--- config.mk ---
export PLATFORM = sky130hd
export DESIGN_NAME = spi_target_regs
export DESIGN_NICKNAME = d
export VERILOG_FILES = /design/src/rtl/spi_target_regs.sv
export SDC_FILE = /design/constraint.sdc
export NUM_CORES = 1
export LEC_CHECK = 0
export ABC_AREA = 1
export CORE_ASPECT_RATIO = 0.7
export CORE_MARGIN = 5
export CORE_UTILIZATION = 23
export CTS_CLUSTER_SIZE = 20
export DETAILED_ROUTE_END_ITERATION = 8
export HOLD_SLACK_MARGIN = 0.05
export SYNTH_ARGS = -nofsm -noshare
export SYNTH_HDL_FRONTEND = slang
export SYNTH_SLANG_ARGS = --single-unit
--- constraint.sdc ---
create_clock -name pclk_i -period 2.14 [get_ports pclk_i]
set_input_delay 0.535 -clock pclk_i [delete_from_list [all_inputs] [get_ports pclk_i]]
set_output_delay 0.535 -clock pclk_i [all_outputs]
set_load 0.02 [all_outputs]
--- src/rtl/spi_target_regs.sv ---
// SPI target with a small 8-bit register file, clocked entirely from pclk_i.
// Optional build macro SPI_TARGET_MSB_FIRST_EN: shift address/data MSB first (default LSB first).
module spi_target_regs #(
    parameter int REG_DEPTH   = 16,
    parameter int SYNC_STAGES = 2
) (
    input  logic       pclk_i,
    input  logic       prst_i,
    input  logic       sclk_i,
    input  logic       mosi_i,
    input  logic       cs_i,
    output logic       miso_o,
    input  logic [3:0] rd_addr_i,
    output logic [7:0] rd_data_o,
    output logic       wr_pulse_o,
    output logic [3:0] wr_addr_o,
    output logic [7:0] wr_data_o,
    output logic       err_o,
    output logic [2:0] state_o
);

    typedef enum logic [2:0] {
        IDLE    = 3'd0,
        ADDR    = 3'd1,
        DATA_WR = 3'd2,
        DATA_RD = 3'd3,
        COMMIT  = 3'd4
    } state_t;

    localparam logic [7:0] DEPTH8 = 8'(REG_DEPTH);

    // Handshake: there is none; every detected sclk rise while selected consumes one bit.
    logic [SYNC_STAGES-1:0] sclk_sync, mosi_sync, cs_sync;
    logic                   sclk_dly;
    logic                   sclk_s, mosi_s, cs_s, rise;

    state_t      state_q, state_d;
    logic [2:0]  bit_cnt;
    logic [7:0]  shreg;
    logic [6:0]  addr_q;
    logic [7:0]  rd_shift;
    logic [7:0]  regs [REG_DEPTH];

    logic [7:0]  shift_next;
    logic        last_bit;
    logic        in_range_next, in_range_q;
    logic        commit_wr, commit_err, abort_err;
    logic [7:0]  rd_lookup;

    function automatic logic [7:0] shift_in(input logic [7:0] sh, input logic b);
`ifdef SPI_TARGET_MSB_FIRST_EN
        return {sh[6:0], b};
`else
        return {b, sh[7:1]};
`endif
    endfunction

    function automatic logic [7:0] shift_out(input logic [7:0] sh);
`ifdef SPI_TARGET_MSB_FIRST_EN
        return {sh[6:0], 1'b1};
`else
        return {1'b1, sh[7:1]};
`endif
    endfunction

    always_ff @(posedge pclk_i) begin
        if (!prst_i) begin
            sclk_sync <= '1;
            mosi_sync <= '0;
            cs_sync   <= '0;
            sclk_dly  <= 1'b1;
        end else begin
            sclk_sync <= {sclk_sync[SYNC_STAGES-2:0], sclk_i};
            mosi_sync <= {mosi_sync[SYNC_STAGES-2:0], mosi_i};
            cs_sync   <= {cs_sync[SYNC_STAGES-2:0], cs_i};
            sclk_dly  <= sclk_s;
        end
    end

    assign sclk_s = sclk_sync[SYNC_STAGES-1];
    assign mosi_s = mosi_sync[SYNC_STAGES-1];
    assign cs_s   = cs_sync[SYNC_STAGES-1];
    assign rise   = sclk_s & ~sclk_dly;

    assign shift_next    = shift_in(shreg, mosi_s);
    assign last_bit      = rise && (bit_cnt == 3'd7);
    assign in_range_next = {1'b0, shift_next[6:0]} < DEPTH8;
    assign in_range_q    = {1'b0, addr_q} < DEPTH8;
    assign rd_lookup     = ({4'b0, rd_addr_i} < DEPTH8) ? regs[rd_addr_i] : 8'hFF;

    always_ff @(posedge pclk_i) begin
        if (!prst_i) state_q <= IDLE;
        else         state_q <= state_d;
    end

    always_comb begin
        state_d    = state_q;
        commit_wr  = 1'b0;
        commit_err = 1'b0;
        abort_err  = 1'b0;
        case (state_q)
            IDLE:    if (cs_s) state_d = ADDR;
            ADDR:    if (last_bit) state_d = shift_next[7] ? DATA_WR : DATA_RD;
            DATA_WR: if (last_bit) state_d = COMMIT;
            DATA_RD: if (last_bit) state_d = ADDR;
            COMMIT: begin
                state_d    = ADDR;
                commit_wr  = in_range_q;
                commit_err = ~in_range_q;
            end
            default: state_d = IDLE;
        endcase
        // Deselect wins over everything, including a pending commit.
        if (state_q != IDLE && !cs_s) begin
            state_d    = IDLE;
            commit_wr  = 1'b0;
            commit_err = 1'b0;
            abort_err  = (bit_cnt != 3'd0);
        end
    end

    always_ff @(posedge pclk_i) begin
        if (!prst_i) begin
            bit_cnt    <= '0;
            shreg      <= '0;
            addr_q     <= '0;
            rd_shift   <= '0;
            rd_data_o  <= '0;
            wr_pulse_o <= 1'b0;
            wr_addr_o  <= '0;
            wr_data_o  <= '0;
            err_o      <= 1'b0;
            for (int i = 0; i < REG_DEPTH; i++) regs[i] <= '0;
        end else begin
            wr_pulse_o <= commit_wr;
            err_o      <= commit_err | abort_err;
            rd_data_o  <= rd_lookup;

            if (state_q == IDLE || state_d == IDLE) begin
                bit_cnt <= '0;
            end else if (rise && (state_q == ADDR || state_q == DATA_WR || state_q == DATA_RD)) begin
                bit_cnt <= bit_cnt + 3'd1;
                if (state_q != DATA_RD) shreg <= shift_next;
                if (state_q == DATA_RD) rd_shift <= shift_out(rd_shift);
                if (state_q == ADDR && last_bit) begin
                    addr_q <= shift_next[6:0];
                    if (!shift_next[7])
                        rd_shift <= in_range_next ? regs[shift_next[3:0]] : 8'hFF;
                end
            end

            if (commit_wr) begin
                regs[addr_q[3:0]] <= shreg;
                wr_addr_o         <= addr_q[3:0];
                wr_data_o         <= shreg;
            end
        end
    end

`ifdef SPI_TARGET_MSB_FIRST_EN
    assign miso_o = (state_q == DATA_RD) ? rd_shift[7] : 1'b1;
`else
    assign miso_o = (state_q == DATA_RD) ? rd_shift[0] : 1'b1;
`endif

    assign state_o = state_q;

endmodule

# [Yosys cells after proc, flatten, opt, wreduce, memory -nomap -nowiden]
# Memories as Yosys holds them, arrays and structs flattened. A register that Yosys moved wholly into a read port is not among the register bits.
# Cells that the tools add are included.
[word_totals] register_bits=50 latch_bits=0 mem_bits_rw=128 rom_bits=0 out_inout_bits=26 elab_cells=73 n_memories=1
[op_classes] add_sub_neg=1 mul=0 n_div=0 magnitude_cmp=2 eq_ne=6 shift=0 n_mux=26 bitwise_logic=6 reduce_logical=18
[memory_table] name="regs" depth=16 word_bits=8 read_ports=2 rd_ports_with_merged_regs=2 write_ports=16 line_no="42" rtl="logic [7:0] regs [REG_DEPTH];"
[op_table] op="two-way mux 8 bit" count=5
[op_table] op="two-way mux 3 bit" count=5
[op_table] op="case mux 3 bit (5 select lines)" count=1
[op_table] op="less-than comparator 7 x 5 -> 1 bit, second input constant" count=2
[op_table] op="two-way mux 1 bit" count=12
[op_table] op="two-way mux 4 bit" count=3
[op_table] op="OR reduction 8 bit" count=1
[op_table] op="equality test 3 x 2 -> 1 bit, second input constant" count=2
[op_table] op="equality test 3 bit, second input constant" count=2
[op_table] op="logical NOT 3 bit" count=2
[op_table] op="AND reduction 3 bit" count=2
[op_table] op="nonzero test 3 bit" count=2
[op_table] op="logical AND 1 bit" count=4
[op_table] op="NOT 1 bit" count=4
[op_table] op="adder 3 x 1 -> 3 bit, second input constant" count=1
[op_table] op="equality test 3 x 1 -> 1 bit, second input constant" count=1
[op_table] op="logical OR 1 bit" count=3
[op_table] op="!= test 3 x 2 -> 1 bit, second input constant" count=1
[op_table] op="logical NOT 1 bit" count=2
[op_table] op="AND reduction 2 bit" count=1
[op_table] op="OR reduction 2 bit" count=1
[op_table] op="bitwise AND 1 bit" count=1
[op_table] op="OR 1 bit" count=1

# [Logic depth before layout (Yosys ltp)]
# Gate-level depths: netlist of the first run.
[depth] word_depth=12 ltp_mapped=14

# [Worst setup path before layout of the first run]
# OpenSTA, ideal clock, no wires.
[synth_path] kind="reg2reg" from="register state_q[1] (netlist: state_o[1])" to="memory regs[2][0] (enable)" arrival_ns=1.738 setup_slack_ns=0.073 stages_incl_launch_ff=12 n_path_buf=0 synth_period_minus_slack_ns=2.067 path_cell_list="dfxtp_1 -> inv_2 -> nand2_1 -> inv_2 -> nand2_1 -> nor3_4 -> inv_2 -> nor2_1 -> nand2_1 -> nor2_4 -> nand2_2 -> nand2_1"
[synth_lines] item="start, declared" line_no="37" rtl="state_t state_q, state_d;"
[synth_lines] item="start signal, assigned" line_no="93" rtl="else state_q <= state_d;"
[synth_lines] item="end, declared" line_no="42"

# [Final worst setup path of the first run]
[layout_path] from="register state_q[0] (netlist: state_o[0])" to="output state_o[0]"
[layout_lines] item="end, declared" line_no="19" rtl="output logic [2:0] state_o"
# No word-level cell between the ends.

==> results of run 1 <==
## power groups by stage
stage	Combinational, W	Sequential, W	Clock, W
finish	0.000616	0.00412	0.00308
global route	0.000673	0.00413	0.00328
CTS	0.000609	0.00412	0.00314
detailed placement	0.000606	0.00420	0
global placement	0.000595	0.00420	0
floorplan	0.000327	0.00419	0
## layout make-up
type | count | share of cell area [%]
multi-input combinational | 807 | 32.3
clock inverter | 9 | 0.626
tap | 544 | 5.77
clock buffer | 23 | 4.07
inverter | 110 | 3.50
sequential | 190 | 43.1
timing repair buffer | 119 | 10.6
## worst max-delay path: stages, from the launching register on
cell and delay [ps]:
dfxtp_1 340, buf_4 130, clkdlybuf4s50_1 590
## per-layer routing
metal,global-route usage (%),wire length [µm],share of wire [%]
met1,18.8,13800,47
met2,17.8,12500,42
met3,3.23,2650,9.0
met4,3.61,459,1.6
met5,0,12,0.041
## worst max path at each step
stage | slack [ps] | endpoint | cells after the start | start
detailed placement | -60 | rd_data_o[6]$_SDFF_PN0_ | 8 | rd_addr_i[1]
floorplan | 70 | regs[2][0]$_SDFFCE_PN0P_ | 11 | state_o[1]$_SDFF_PN0_
CTS | 2 | regs[15][1]$_SDFFCE_PN0P_ | 8 | addr_q[6]$_SDFFE_PN0P_
global route | -2 | regs[8][7]$_SDFFCE_PN0P_ | 11 | state_o[0]$_SDFF_PN0_
finish | 90 | state_o[0] | 2 | state_o[0]$_SDFF_PN0_
global placement | -70 | rd_data_o[6]$_SDFF_PN0_ | 8 | rd_addr_i[1]
## cell families (layout without fill, tap and decap cells)
group	Yosys count	in the layout	synth area share, %
compound gates	234	234	13.4
xor+xnor	1	1	0.0915
fa+ha+maj	3	3	0.392
buf+inv	181	261	7.46
flops	190	190	53.1
simple gates	569	569	25.6
## registers in the layout (all words and copies together) (netlist names), named ones only
signal	flops
addr_q	7
bit_cnt	3
cs_sync	2
err_o	1
mosi_sync	2
rd_data_o	8
rd_shift	8
regs	128
sclk_dly	1
sclk_sync	2
shreg	8
state_o	3
wr_addr_o	4
wr_data_o	8
wr_pulse_o	1
## metrics by stage
stage	total power [W]	setup slack, ps	instance area [µm²]	std cells	setup TNS, ps
2_1_floorplan	0.00451	72.6	9580	1178	0
3_3_place_gp	0.00479	-73.9	11200	1766	-128
3_5_place_dp	0.00481	-56.5	11200	1766	-166
4_1_cts	0.00787	1.90	11700	1798	0
5_1_grt	0.00808	-1.68	11800	1802	-4.78
6_report	0.00782	88.7	11800	1802	0
## placed cells by master, fill, tap and decap left out, types with 3 or more instances in the layout
cell,netlist,layout
nor3_4,4,4
ha_1,3,3
o211ai_1,44,44
nand4_1,3,3
clkbuf_16,0,18
inv_6,0,4
o21ai_0,98,98
dfxtp_1,62,61
clkinv_4,0,3
inv_1,96,96
or2_2,5,5
nand3_1,84,84
edfxtp_1,128,128
nor2_4,3,3
buf_12,0,22
nand2_1,189,182
buf_4,0,63
clkinv_1,10,10
clkdlybuf4s50_1,0,30
inv_2,4,4
a21oi_1,91,91
nand2_2,19,25
clkbuf_1,53,3
nor2_1,253,253
## repair_timing
action,CTS,global route
hold buffers,0,0
resized for setup,3,10
pin swaps,0,1
setup buffers,0,4
setup endpoints to repair,12,80
==> flow_summary_export.csv, run 1 <==
group,metric,value,unit
routing,dr.pass1.iters,8,
clock_network,cts_buffers,17,
synthesis,synth_commonest_cells,"253 x nor2_1, 189 x nand2_1, 128 x edfxtp_1",
floorplanning,fp.coreArea,41100,µm²
clock_network,clk_pin_slew,70,ps
pwr,switchingPower,0.00191,W
final_layout,drive_gt1_share,13.2,%
pwr,pwr-share-seq,52.7,%
hold_path,whs_path_depth,1,
placement,dp_hpwl,21100,µm
floorplanning,initial_core_util,23.3,%
pwr,p_per_area,663,nW/µm²
clock_network,tritoncts,"yes",
setup_path,r2r_slack,140,ps
final_layout,multiInputGateArea,3820,µm²
clock_network,cts_sinks,190,
final_layout,register_area,5090,µm²
floorplanning,pin_count,35,
synthesis,syn_avg_cell_area,8.13,µm²
final_layout,area_delta_synth_final,23.2,%
synthesis,synthCells,1178,
timing,rsz0062_at_grt,"true",
setup_path,crit_type,"reg2out",
synthesis,ys_ff_latch,190,
synthesis,synth_top_area_cell,"edfxtp_1",
timing,fin_hold_ws,413,ps
synthesis,yosys.cell_count.top_type,"nor2_1",
synthesis,synthTopCellsByArea,"edfxtp_1 40%, dfxtp_1 13%, nor2_1 9.9%",
setup_path,arrival,1520,ps
setup_path,crit_fanout,3,
pwr,p_leak,4.45,nW
placement,port_buffers,34,
clock_network,clock_path_buffers,2,
routing,drt-total-wl,29400,µm
routing,drtIter0Drc,906,
floorplanning,die_h,181,µm
final_layout,fin_util,28.7,%
synthesis,synth_edf_count,128,
synthesis,synth-seq-area-share,53.1,%
timing,relSlewSlack,69.2,%
global_routing,gr-total-overflow,0,
timing,drv_slew,0,
clock_network,htree_levels,4,
floorplanning,die_w,254,µm
global_routing,grt_pass1_wl,44700,µm
hold_path,hp-start,"sclk_sync[0]$_SDFF_PN1_",
global_routing,antenna_found_initial,1,
setup_path,timing.rr.start,"addr_q[6]$_SDFFE_PN0P_",
routing,vias_per_cell,4.66,
final_layout,fillers,4349,
setup_path,r2r_end,"regs[4][0]$_SDFFCE_PN0P_",
routing,vias,8391,
synthesis,synth_cell_type_count,29,
pwr,p_sw_share,24.5,%
timing,period_minus_slack,2050,ps
floorplanning,row_count,62,
clock_network,clk_latency,450,ps
final_layout,antenna_cells,0,
global_routing,grt_pass1_vias,7705,
routing,postRouteAntennaNets,0,
synthesis,synth-main-ff-cell,"edfxtp_1",
hold_path,holdPathEnd,"sclk_sync[1]$_SDFF_PN1_",
timing,fmax,0.487,GHz
hold_path,hold_path.class,"reg2reg",
timing,tightest_slew,459,ps
global_routing,grt_start_max_net_pins,61,
timing,hold_violations,0,
timing,fin_crit_sh,95.9,%
synthesis,synthArstFlopShare,0,%
setup_path,crit_required,1600,ps
status,status,"complete, no violations",
pwr,clock_power_share,39.4,%
timing,skew,10.7,ps
synthesis,yosys_warnings,0,
routing,wl_per_cell,16.3,µm
clock_network,cts-root-buf,"clkbuf_16",
final_layout,nNetsFinal,1257,
synthesis,synth_top_area_share,40.1,%
setup_path,startpoint_type,"flop",
pwr,p_comb_share,7.9,%
floorplanning,die_area,45900,µm²
pwr,ir_drop,663,µV
timing,setup_violations,0,
global_routing,grt_use_total,12.6,%
run,maxCapViolCount,0,
synthesis,syn-num-nets,1190,
setup_path,reg2reg_depth,10,
routing,drc,0,
synthesis,synth_area,9580,µm²
pwr,intPower,0.00590,W
placement,place.gp.congestion,0.921,
setup_path,crit_path_end_kind,"primary output",
Note: power is estimated with default switching activity, not from simulation.
==> run 2, diff against run 1 <==
--- a/config.mk
+++ b/config.mk
@@ -9,7 +9,6 @@
 export CORE_ASPECT_RATIO = 0.7
 export CORE_MARGIN = 5
 export CORE_UTILIZATION = 23
-export CTS_CLUSTER_SIZE = 20
 export DETAILED_ROUTE_END_ITERATION = 8
 export HOLD_SLACK_MARGIN = 0.05
 export SYNTH_ARGS = -nofsm -noshare
==> results of run 2 <==
The final DEF is identical to that of run 1; final timing and power are the same.
==> run 3, diff against run 2 <==
--- a/config.mk
+++ b/config.mk
@@ -5,12 +5,13 @@
 export SDC_FILE = /design/constraint.sdc
 export NUM_CORES = 1
 export LEC_CHECK = 0
-export ABC_AREA = 1
 export CORE_ASPECT_RATIO = 0.7
 export CORE_MARGIN = 5
 export CORE_UTILIZATION = 23
 export DETAILED_ROUTE_END_ITERATION = 8
+export GPL_TIMING_DRIVEN = 0
 export HOLD_SLACK_MARGIN = 0.05
+export PLACE_DENSITY = 0.36
 export SYNTH_ARGS = -nofsm -noshare
 export SYNTH_HDL_FRONTEND = slang
 export SYNTH_SLANG_ARGS = --single-unit
==> run 3 against run 2 <==
Cell count shrank 25%. Critical path depth grew 3. Synthesized cell count shrank 40%. Register-to-register slack is essentially flat. Utilization grew 0.18 points. Wire length grew 3.5%. Sequential power is essentially flat. First-iteration DRC count shrank 57%. Final area grew 0.23%. Area after synthesis shrank 0.67%. Critical path type unchanged. Highest routed layer is now met4.
==> flow_summary_export.csv, run 3 <==
group,metric,value,unit
status,status,"complete, no violations",
pwr,p_leak,3.88,nW
placement,placed_area,10500,µm²
placement,dp_cells,1286,
global_routing,grt_pass1_wl,44500,µm
clock_network,cts_sinks,190,
final_layout,multiInputGateArea,4460,µm²
setup_path,r2r_end,"rd_shift[6]$_SDFFE_PN0P_",
timing,relSlewSlack,42.2,%
timing,drv_slew,0,
floorplanning,die_w,253,µm
timing,hold_violations,0,
final_layout,nNetsFinal,796,
synthesis,ys_ff_latch,190,
synthesis,syn-num-nets,723,
placement,place_ws,-1350,ps
timing,setup-tns-final,0,ps
synthesis,synth_cell_type_count,50,
synthesis,yosys_warnings,0,
setup_path,arrival,1490,ps
hold_path,whs_path_depth,1,
final_layout,final_cell_mix,"140 x and2_1, 128 x edfxtp_1, 60 x dfxtp_1",
floorplanning,initial_core_util,23.2,%
hold_path,holdPathEnd,"sclk_sync[1]$_SDFF_PN1_",
synthesis,synthCells,711,
hold_path,hp-start,"sclk_sync[0]$_SDFF_PN1_",
floorplanning,die_h,180,µm
clock_network,clk_latency,460,ps
clock_network,cts_buffers,17,
routing,vias,5965,
final_layout,area_delta_synth_final,24.3,%
floorplanning,pin_count,35,
floorplanning,row_count,62,
setup_path,crit_required,1600,ps
clock_network,cts-root-buf,"clkbuf_16",
synthesis,synth_area,9510,µm²
synthesis,synth_top_area_cell,"edfxtp_1",
setup_path,crit_type,"reg2out",
floorplanning,fp.coreArea,41000,µm²
timing,setup_violations,0,
global_routing,grt_start_max_net_pins,17,
clock_network,tritoncts,"yes",
placement,dp_hpwl,23300,µm
clock_network,clock_path_buffers,2,
synthesis,synthArstFlopShare,0,%
synthesis,synth-main-ff-cell,"edfxtp_1",
global_routing,gr-total-overflow,0,
routing,dr.pass1.iters,7,
routing,postRouteAntennaNets,0,
global_routing,grt_pass1_vias,6245,
setup_path,crit_path_end_kind,"primary output",
clock_network,clk_pin_slew,70,ps
routing,wl_per_cell,22.6,µm
final_layout,drive_gt1_share,23.3,%
final_layout,final_common_cell,"and2_1",
final_layout,top_register,"regs",
timing,timing.final.ws_setup,119,ps
synthesis,synth_top_area_share,40.4,%
final_layout,fillers,4205,
timing,period_minus_slack,2020,ps
placement,port_buffers,31,
synthesis,synth_commonest_cells,"140 x and2_1, 128 x edfxtp_1, 62 x dfxtp_1",
setup_path,startpoint_type,"flop",
setup_path,reg2reg_depth,6,
timing,skew,10.2,ps
hold_path,hold_path.class,"reg2reg",
routing,drc,0,
timing,rsz0062_at_grt,"false",
final_layout,fin_util,28.9,%
final_layout,largest_reg_flops,128,
placement,place.gp.congestion,0.735,
final_layout,stdcell_count,1344,
setup_path,r2r_slack,140,ps
clock_network,htree_levels,4,
floorplanning,die_area,45600,µm²
timing,tightest_slew,867,ps
clock_network,ctsHoldBuffers,0,
pwr,ir_drop,599,µV
setup_path,crit_fanout,10,
synthesis,syn_avg_cell_area,13.4,µm²
synthesis,yosys.cell_count.top_type,"and2_1",
global_routing,grt_use_total,13.6,%
final_layout,register_area,5090,µm²
timing,fin_crit_sh,94.4,%
synthesis,synth-seq-area-share,53.5,%
global_routing,antenna_found_initial,1,
run,maxCapViolCount,0,
final_layout,final_area,11800,µm²
pwr,p_per_area,680,nW/µm²
synthesis,synthTopCellsByArea,"edfxtp_1 40%, dfxtp_1 13%, mux4_2 9.7%",
routing,drt-total-wl,30400,µm
timing,fmax,0.495,GHz
routing,vias_per_cell,4.44,
routing,drtIter0Drc,394,
synthesis,synth_edf_count,128,
run 3: cell types whose count changed after synthesis, sizes merged, moves of 32 or more:
cell	previous run	this run
nor2	257	31
nand2	209	47
and2	0	140
inv	100	7
o21ai	98	7
a21oi	91	14
nand3	88	17
mux4	0	65
o211ai	44	0
mux2i	0	32
run 3: timing repair:
item                                    CTS  global route
endpoints found under the setup margin  275           101
resized for setup                       101            21
pin swaps                                18             4
buffers inserted                         21             6
run 3: cell families (layout without fill, tap and decap cells):
logic type,Yosys count,after routing,share of synthesized area (%)
AND/OR/NAND/NOR,290,290,17.8
flip-flops,190,190,53.5
multiplexers,104,104,20.5
buffers and inverters,64,150,3.24
AO/OA/AOI/OAI,58,58,4.37
adder cells (fa/ha/maj),3,3,0.395
XOR/XNOR,2,2,0.184
other,0,3,0
run 3: layer usage:
metal	global-route usage (%)	up-vias	routed length, µm
li1	-	2815	-
met2	18.4	87	12100
met5	0	-	0
met4	3.04	0	294
met1	22.3	3046	17200
met3	2.05	17	842
run 3: worst max path at each step:
stage | startpoint | to | slack, ps | cells past startpoint
finish | state_o[0]$_SDFF_PN0_ | miso_o | 120 | 5
global route | bit_cnt[1]$_SDFFE_PP0P_ | addr_q[3]$_SDFFE_PN0P_ | 4 | 7
CTS | bit_cnt[0]$_SDFFE_PP0P_ | addr_q[1]$_SDFFE_PN0P_ | 5 | 7
detailed placement | prst_i | regs[4][5]$_SDFFCE_PN0P_ | -1350 | 5
global placement | prst_i | regs[4][5]$_SDFFCE_PN0P_ | -1360 | 5
floorplan | state_o[0]$_SDFF_PN0_ | regs[13][0]$_SDFFCE_PN0P_ | 40 | 6
run 3: metrics by stage:
step	power, W	hold slack [ps]
finish	0.00805	410
global placement	0.00472	396
detailed placement	0.00472	396
floorplan	0.00449	386
global route	0.00833	442
CTS	0.00814	415
run 3: area by class of cell:
type / instances / share of cell area, %
Sequential cell: 190 / 43.0
Multi-Input combinational cell: 457 / 37.7
Tap cell: 544 / 5.76
Timing Repair Buffer: 58 / 5.13
Clock buffer: 23 / 4.49
Buffer: 53 / 3.00
Clock inverter: 9 / 0.635
Inverter: 7 / 0.222
Antenna cell: 3 / 0.0635
run 3: critical path, stage by stage (launching register included):
cell and delay [ps]:
dfxtp_1 350, buf_6 150, and3b_1 180, buf_6 140, nand2b_1 60, buf_2 160
run 3: power by group:
group,switching [W],internal (W),leakage (nW)
Sequential,0.0000729,0.00405,1.72
Combinational,0.000270,0.000283,1.85
Clock,0.00151,0.00186,0.307
Total,0.00185,0.00620,3.88
